### src/rtl/rr_mux_reg.sv
// rr_mux_reg: registered N-to-1 channel multiplexer with valid/ready on every
// input and on the output. Two selection modes:
//   mode=0  fixed select: channel 'sel' is the only candidate.
//   mode=1  round-robin: search starts one past the last served channel.
// One beat per cycle throughput, one cycle latency.
//
// Ports
//   clk        rising-edge clock
//   rst        asynchronous active-low reset
//   in_data    packed channel data, channel k at [k*bit_size +: bit_size]
//   in_valid   per-channel valid
//   in_ready   per-channel ready (combinational, at most one bit high)
//   mode       0 = fixed select, 1 = round-robin
//   sel        channel select used when mode=0
//   out_data   registered data of the last accepted beat
//   out_ch     registered index of the channel that supplied out_data
//   out_valid  registered output valid
//   out_ready  consumer ready

// Per-channel slice: decides whether this channel is the granted one, drives
// its ready, and contributes its data to the OR-reduced output mux.
module rr_mux_reg_lane #(
    parameter int bit_size = 16,
    parameter int sel_w    = 2,
    parameter int lane     = 0
) (
    input  logic                rst,
    input  logic                load,
    input  logic                gnt_vld,
    input  logic [sel_w-1:0]    gnt_idx,
    input  logic [bit_size-1:0] ch_data,
    output logic                ready,
    output logic [bit_size-1:0] data_sel
);
    localparam logic [sel_w-1:0] LANE_ID = sel_w'(lane);

    logic hit;

    assign hit      = gnt_vld && (gnt_idx == LANE_ID);
    // Nothing is acknowledged while reset is held.
    assign ready    = rst && load && hit;
    // Non-granted lanes contribute zero so the top can simply OR all lanes.
    assign data_sel = hit ? ch_data : '0;
endmodule

module rr_mux_reg #(
    parameter int bit_size = 16,
    parameter int num_ch   = 4,
    parameter int sel_w    = 2
) (
    input  logic                       clk,
    input  logic                       rst,
    input  logic [num_ch*bit_size-1:0] in_data,
    input  logic [num_ch-1:0]          in_valid,
    output logic [num_ch-1:0]          in_ready,
    input  logic                       mode,
    input  logic [sel_w-1:0]           sel,
    output logic [bit_size-1:0]        out_data,
    output logic [sel_w-1:0]           out_ch,
    output logic                       out_valid,
    input  logic                       out_ready
);
    localparam logic [sel_w-1:0] LAST_CH = sel_w'(num_ch - 1);

    logic [bit_size-1:0] out_data_q, out_data_d;
    logic [sel_w-1:0]    out_ch_q, out_ch_d;
    logic                out_valid_q, out_valid_d;
    logic [sel_w-1:0]    last_gnt_q, last_gnt_d;

    logic                load;
    logic                fix_vld;
    logic                hi_vld, lo_vld;
    logic [sel_w-1:0]    hi_idx, lo_idx;
    logic                gnt_vld;
    logic [sel_w-1:0]    gnt_idx;
    logic [bit_size-1:0] mux_data;

    logic [num_ch-1:0][bit_size-1:0] lane_data;

    // Output register can take a new beat when empty or being drained.
    assign load = !out_valid_q || out_ready;

    // Fixed select: only the addressed channel is considered. A select at or
    // beyond num_ch matches no lane and therefore never grants.
    always_comb begin
        fix_vld = 1'b0;
        for (int k = 0; k < num_ch; k++) begin
            if ((sel == sel_w'(k)) && in_valid[k]) begin
                fix_vld = 1'b1;
            end
        end
    end

    // Round-robin: lowest valid channel above last_gnt wins; if none exists
    // the search wraps and the lowest valid channel overall wins. Scanning
    // downward lets the last assignment be the lowest index.
    always_comb begin
        hi_vld = 1'b0;
        hi_idx = '0;
        lo_vld = 1'b0;
        lo_idx = '0;
        for (int k = num_ch - 1; k >= 0; k--) begin
            if (in_valid[k]) begin
                lo_vld = 1'b1;
                lo_idx = sel_w'(k);
                if (k > int'(last_gnt_q)) begin
                    hi_vld = 1'b1;
                    hi_idx = sel_w'(k);
                end
            end
        end
    end

    always_comb begin
        gnt_vld = 1'b0;
        gnt_idx = '0;
        if (!mode) begin
            gnt_vld = fix_vld;
            gnt_idx = sel;
        end else if (hi_vld) begin
            gnt_vld = 1'b1;
            gnt_idx = hi_idx;
        end else begin
            gnt_vld = lo_vld;
            gnt_idx = lo_idx;
        end
    end

    for (genvar k = 0; k < num_ch; k++) begin : g_lane
        rr_mux_reg_lane #(
            .bit_size (bit_size),
            .sel_w    (sel_w),
            .lane     (k)
        ) u_lane (
            .rst      (rst),
            .load     (load),
            .gnt_vld  (gnt_vld),
            .gnt_idx  (gnt_idx),
            .ch_data  (in_data[k*bit_size +: bit_size]),
            .ready    (in_ready[k]),
            .data_sel (lane_data[k])
        );
    end

    always_comb begin
        mux_data = '0;
        for (int k = 0; k < num_ch; k++) begin
            mux_data = mux_data | lane_data[k];
        end
    end

    // A grant with load high is exactly an input transfer. With load high and
    // no grant the register drains; data/channel keep their old values.
    always_comb begin
        out_data_d  = out_data_q;
        out_ch_d    = out_ch_q;
        out_valid_d = out_valid_q;
        last_gnt_d  = last_gnt_q;
        if (load) begin
            out_valid_d = gnt_vld;
            if (gnt_vld) begin
                out_data_d = mux_data;
                out_ch_d   = gnt_idx;
                last_gnt_d = gnt_idx;
            end
        end
    end

    always_ff @(posedge clk or negedge rst) begin
        if (!rst) begin
            out_data_q  <= '0;
            out_ch_q    <= '0;
            out_valid_q <= 1'b0;
            last_gnt_q  <= LAST_CH;
        end else begin
            out_data_q  <= out_data_d;
            out_ch_q    <= out_ch_d;
            out_valid_q <= out_valid_d;
            last_gnt_q  <= last_gnt_d;
        end
    end

    assign out_data  = out_data_q;
    assign out_ch    = out_ch_q;
    assign out_valid = out_valid_q;
endmodule

### config.mk
export PLATFORM = sky130hd
export DESIGN_NAME = rr_mux_reg
export DESIGN_NICKNAME = d
export VERILOG_FILES = /design/src/rtl/rr_mux_reg.sv
export SDC_FILE = /design/constraint.sdc
export NUM_CORES = 1
export LEC_CHECK = 0
export BUFFER_PORTS_ARGS = -buffer_cell sky130_fd_sc_hd__clkbuf_2
export CAP_MARGIN = 20
export CORE_AREA = 2 2 70 72
export DETAILED_ROUTE_END_ITERATION = 16
export DIE_AREA = 0 0 72 74
export MAX_ROUTING_LAYER = met4
export PLACE_DENSITY_LB_ADDON = 0.08
export SYNTH_ARGS = -nofsm -noshare
export SYNTH_HDL_FRONTEND = slang
export SYNTH_HIERARCHICAL = 1
export SYNTH_SLANG_ARGS = --single-unit
### constraint.sdc
create_clock -name clk -period 4.8 [get_ports clk]
set_clock_uncertainty 0.05 [all_clocks]
set_input_delay 0 -clock clk [delete_from_list [all_inputs] [get_ports clk]]
set_output_delay 0 -clock clk [all_outputs]
set_load 0.1 [all_outputs]
Word level (Yosys, flattened, before mapping)
Cells that the tools add are included.
Cells by class
  add/sub/neg operators: 0
  multipliers: 0
  div/mod/pow operators: 0
  order comparisons: 3
  eq/ne operators: 6
  shifts and indexed selects: 0
  multiplexer cells: 32
  bitwise logic cells: 3
  reductions and logical operators: 18
Operators by type and width (number)
  $mux 16: 4
  $or 16x16->16: 3
  $mux 2: 12
  $mux 1: 16
  $logic_and 1x1->1: 13
  $eq 2x2->1 const B: 4
  $eq 2x1->1 const B: 2
  $gt 2x2->1 const A: 2
  $logic_not 2->1: 2
  $gt 1x2->1 const A: 1
  $reduce_and 2->1: 1
  $logic_not 1->1: 1
  $logic_or 1x1->1: 1
Storage, ports and cells
  register bits after elaboration: 21
  latch bits: 0
  memory bits (writable): 0
  memory bits (read-only): 0
  logic and storage cells: 66
  memories: 0

Logic depth before layout (Yosys ltp)
  depth after elaboration: 15
  mapped depth: 10
  mapped depth without buffers: 8

Modules after synthesis
The synthesis kept the hierarchy.
By module, submodules not included
  rr_mux_reg: instances 1, cells an instance 87, area an instance 1089.8 um^2
  rr_mux_reg_lane at g_lane[1].u_lane ...: instances 2, cells an instance 20, area an instance 175.2 um^2
  rr_mux_reg_lane at g_lane[3].u_lane: instances 1, cells an instance 20, area an instance 172.7 um^2
  rr_mux_reg_lane at g_lane[0].u_lane: instances 1, cells an instance 19, area an instance 152.6 um^2

Least setup slack after synthesis
Ideal clock, no wire load.
  path type: register -> register
  start point: register last_gnt_q[1]
  end point: register out_data_q[4], in the netlist out_data[4]
  library setup time: 125 ps
  arrival: 2445 ps
  data required time: 4625 ps
  slack: 2179 ps
  stages on the path, launching flop included: 10
  buffers on the path: 2
  clock period less this slack: 2621 ps
  cell sequence: dfstp_2 -> nand2b_1 -> o221ai_1 -> a21oi_1 -> and3b_1 -> buf_6 -> buf_8 -> and2_4 -> or4_1 -> mux2_4
RTL lines
  from (decl): RTL line 68  | logic [sel_w-1:0] last_gnt_q, last_gnt_d;
  from (signal assigned): RTL line 179  | last_gnt_q <= last_gnt_d;
  to (signal assigned): RTL line 176  | out_data_q <= out_data_d;
  to (decl): RTL line 65  | logic [bit_size-1:0] out_data_q, out_data_d;

Worst setup path after layout
  start point: register last_gnt_q[1]
  end point: output in_ready[3]
On the way
  word-level cells in the longest chain between the ends: 12
  elaborated cells between the ends (all ways): 22
RTL lines
  $gt 2x2->1: RTL line 106  | if (k > int'(last_gnt_q)) begin
  $mux 2 or $mux 1 (tied branches): RTL line 106
  $mux 2 or $mux 1 (tied branches): RTL line 103  | if (in_valid[k]) begin
  $mux 2 or $mux 1 (tied branches): RTL line 106
  $mux 2 or $mux 1 (tied branches): RTL line 103
  $mux 2 or $mux 1 (tied branches): RTL line 106
  $mux 2 or $mux 1 (tied branches): RTL line 103
  $mux 2 *: RTL line 120  | end else if (hi_vld) begin
  $mux 2 *: RTL line 117  | if (!mode) begin
  via gnt_idx[0]: RTL line 75  | logic [sel_w-1:0] gnt_idx;
  $eq 2x2->1 *: RTL line 39  | assign hit = gnt_vld && (gnt_idx == LANE_ID);
  $logic_and 1x1->1 *: RTL line 39
  $logic_and 1x1->1 *: RTL line 41  | assign ready = rst && load && hit;
  to (decl): RTL line 55  | output logic [num_ch-1:0] in_ready,
The timed path passes the listed nets; every way through them passes the cells marked *.

==> qor.json <==
{
  "run_status": "completed",
  "buffer_ports.inserted": 96,
  "tritoncts.num_buffers": 3,
  "cts_buffer_depth": 2,
  "worst-setup-path-type": "flip-flop to output port",
  "cp-start-kind": "flip-flop",
  "hold-path-cell-count": 4,
  "drc": 0,
  "final.period_utilization": 0.628,
  "finalHoldViolations": 0,
  "core-area_mm2": 0.00460,
  "grt_first_pass_wirelength_um": 6700,
  "diodes": 0,
  "syn2layout_area_growth_pct": 28.1,
  "avgViaCountPerCell": 4.89,
  "grt_setup_unrepaired": "no",
  "report.final.slew_viol_count": 0,
  "routed_wire_length_per_instance_um": 13.9,
  "dieHeight_um": 74,
  "cts_htree_levels": 1,
  "ant_nets_after_route": 0,
  "setup_tns_ns": 0,
  "power.density_cell_area_mw_per_mm2": 454,
  "setup_violations": 0,
  "synth.lib_cells_used.distinct": 31,
  "grt_pass1_vias": 1434,
  "grt_max_degree": 26,
  "maxClockFrequency_ghz": 0.332,
  "io_pins": 97,
  "layout_common_cells": "96 x clkbuf_2, 30 x and2_2, 30 x and2_4, 19 x dfrtp_1, 16 x or4_1",
  "layout.nets": 333,
  "antenna_found_initial": 0,
  "yosys_warnings": 6,
  "layout.cells.most_common": "clkbuf_2",
  "most_instantiated_flip_flop_cell_in_the_synthesis_netlist": "dfrtp_1",
  "relSlewSlack": 0.516,
  "synth_enable_flop_cells": 0,
  "hold_path_class": "input pin to flip-flop",
  "async_reset_ff_frac": 1.00,
  "seqCellArea_um2": 528,
  "totalPowerFinal_mw": 1.03,
  "share_of_cells_above_drive_strength_1": 0.717,
  "worst-r2r-cell-count": 7,
  "synth_fp_nets": 240,
  "floorplan.initialDensity": 0.384,
  "cp_max_fo": 17,
  "tritoncts_num_sinks": 21,
  "n_fill_cell": 456,
  "synth_area_per_cell_um2": 10.6,
  "path_clk_slew_ns": 0.07,
  "place.gp.congestion": 0.807,
  "tritoncts_clock_tree": "yes",
  "clock_insertion_delay_worst_skew_ns": 0.26,
  "reported_leakage_power_nw": 1.26,
  "die_area_mm2": 0.00533,
  "detailroute.via_count": 1525,
  "drt-pass1-iter-count": 4,
  "detailedPlace.worstSlack_ns": 1.91,
  "timing_worst_slew_pin_value_ns": 0.725,
  "dp_hpwl_um": 3200,
  "cp_data_arrival_time_ns": 2.96,
  "netlist_area_before_placement_mm2": 0.00177,
  "gr-usage-all-layers": 0.167,
  "maxCapViolCount": 0,
  "netlist_instances": 166,
  "max-vdd-ir-drop_uv": 188,
  "synth-seq-cells": 21,
  "finalWorstSetupSlack_ns": 1.79,
  "die_x_um": 72,
  "critical_path_required_ns": 4.75,
  "seq_area_frac_synth": 0.299,
  "timing.critical_path.to_type": "output port",
  "initialDrtViolationCount": 36,
  "grt_overflow": 0,
  "clk_root_buf": "clkbuf_8",
  "multi_input_area_mm2": 0.00111,
  "routed_wirelength_um": 4340,
  "rows": 25,
  "period_needed_ns": 3.01,
  "hold_ws_ns": 0.116
}
final cells by class:
type / instances / share of cell area
Multi-Input combinational cell: 131 / 0.492
Timing Repair Buffer: 97 / 0.217
Clock buffer: 4 / 0.0199
Sequential cell: 21 / 0.233
Tap cell: 54 / 0.0299
Inverter: 5 / 0.00830
flip-flops by register name, summed over array words and instances, names as in the netlist:
register	flops
out_ch	2
out_data	16
out_valid	1
last_gnt_q	2
synth_stat cells (3+ instances only):
cell type / count / area [um2]
and2_4: 30 / 263
and2_1: 4 / 25.0
buf_6: 5 / 56.3
mux2_4: 8 / 120
nor2_1: 3 / 11.3
nand2_1: 3 / 11.3
or4_1: 16 / 120
a31oi_1: 4 / 25.0
and3_2: 4 / 30.0
buf_8: 3 / 45.0
dfrtp_1: 19 / 475
inv_1: 5 / 18.8
and2_2: 30 / 225
mux2_2: 8 / 90.1
where the power goes:
part	internal, mW	switching (mW)
Combinational	0.170	0.481
Sequential	0.231	0.0298
Clock	0.0591	0.0567
Total	0.460	0.568
final timing paths:
path                                             to  slack [ns]                       from
min                        out_data[15]$_DFFE_PN0P_        0.12                in_data[63]
max                                     in_ready[3]        1.79  last_gnt_q[1]$_DFFE_PN1P_
min reg2reg                out_data[13]$_DFFE_PN0P_        0.46   out_data[13]$_DFFE_PN0P_
max in group asynchronous  out_data[14]$_DFFE_PN0P_        4.08                        rst
min in group asynchronous   out_data[8]$_DFFE_PN0P_        0.22                        rst
max reg2reg                 out_data[4]$_DFFE_PN0P_        1.90  last_gnt_q[1]$_DFFE_PN1P_
worst max-delay path, stage by stage, from the launching register on:
cell      delay (ns)
dfstp_2         0.57
nand2b_1        0.11
o221ai_1        0.10
a21oi_1         0.47
and3_1          0.73
and3_2          0.28
clkbuf_2        0.45
cell families after synthesis:
kind of cell           share of synthesized area
and+or+nand+nor                            0.437
AOI/OAI and AO/OA                         0.0680
DFF                                        0.299
buffers and inverters                     0.0709
muxes                                      0.125
routing by layer:
metal / up-vias / part of all wire / wire length [um] / GRT usage
met1: 688 / 0.45 / 1970 / 0.217
met5: - / 0 / 0 / -
met3: 2 / 0.079 / 342 / 0.0352
met4: 0 / 0.0039 / 17 / 0.0252
li1: 765 / - / - / -
met2: 70 / 0.46 / 2010 / 0.275
what timing repair did:
| item | 4_1_cts | 5_1_grt |
|---|---|---|
| setup buffers | 0 | 0 |
| hold endpoints to repair | 19 | 0 |
| hold buffers | 1 | 0 |
| gates resized for setup | 0 | 0 |
metrics by stage:
step            util  cell area, um2  std cells
2_1_floorplan      -            1770        166
3_3_place_gp   0.480            2210        307
3_5_place_dp   0.480            2210        307
4_1_cts        0.492            2260        312
5_1_grt        0.492            2260        312
6_report       0.492            2260        312
(Power assumes the default switching activity.)
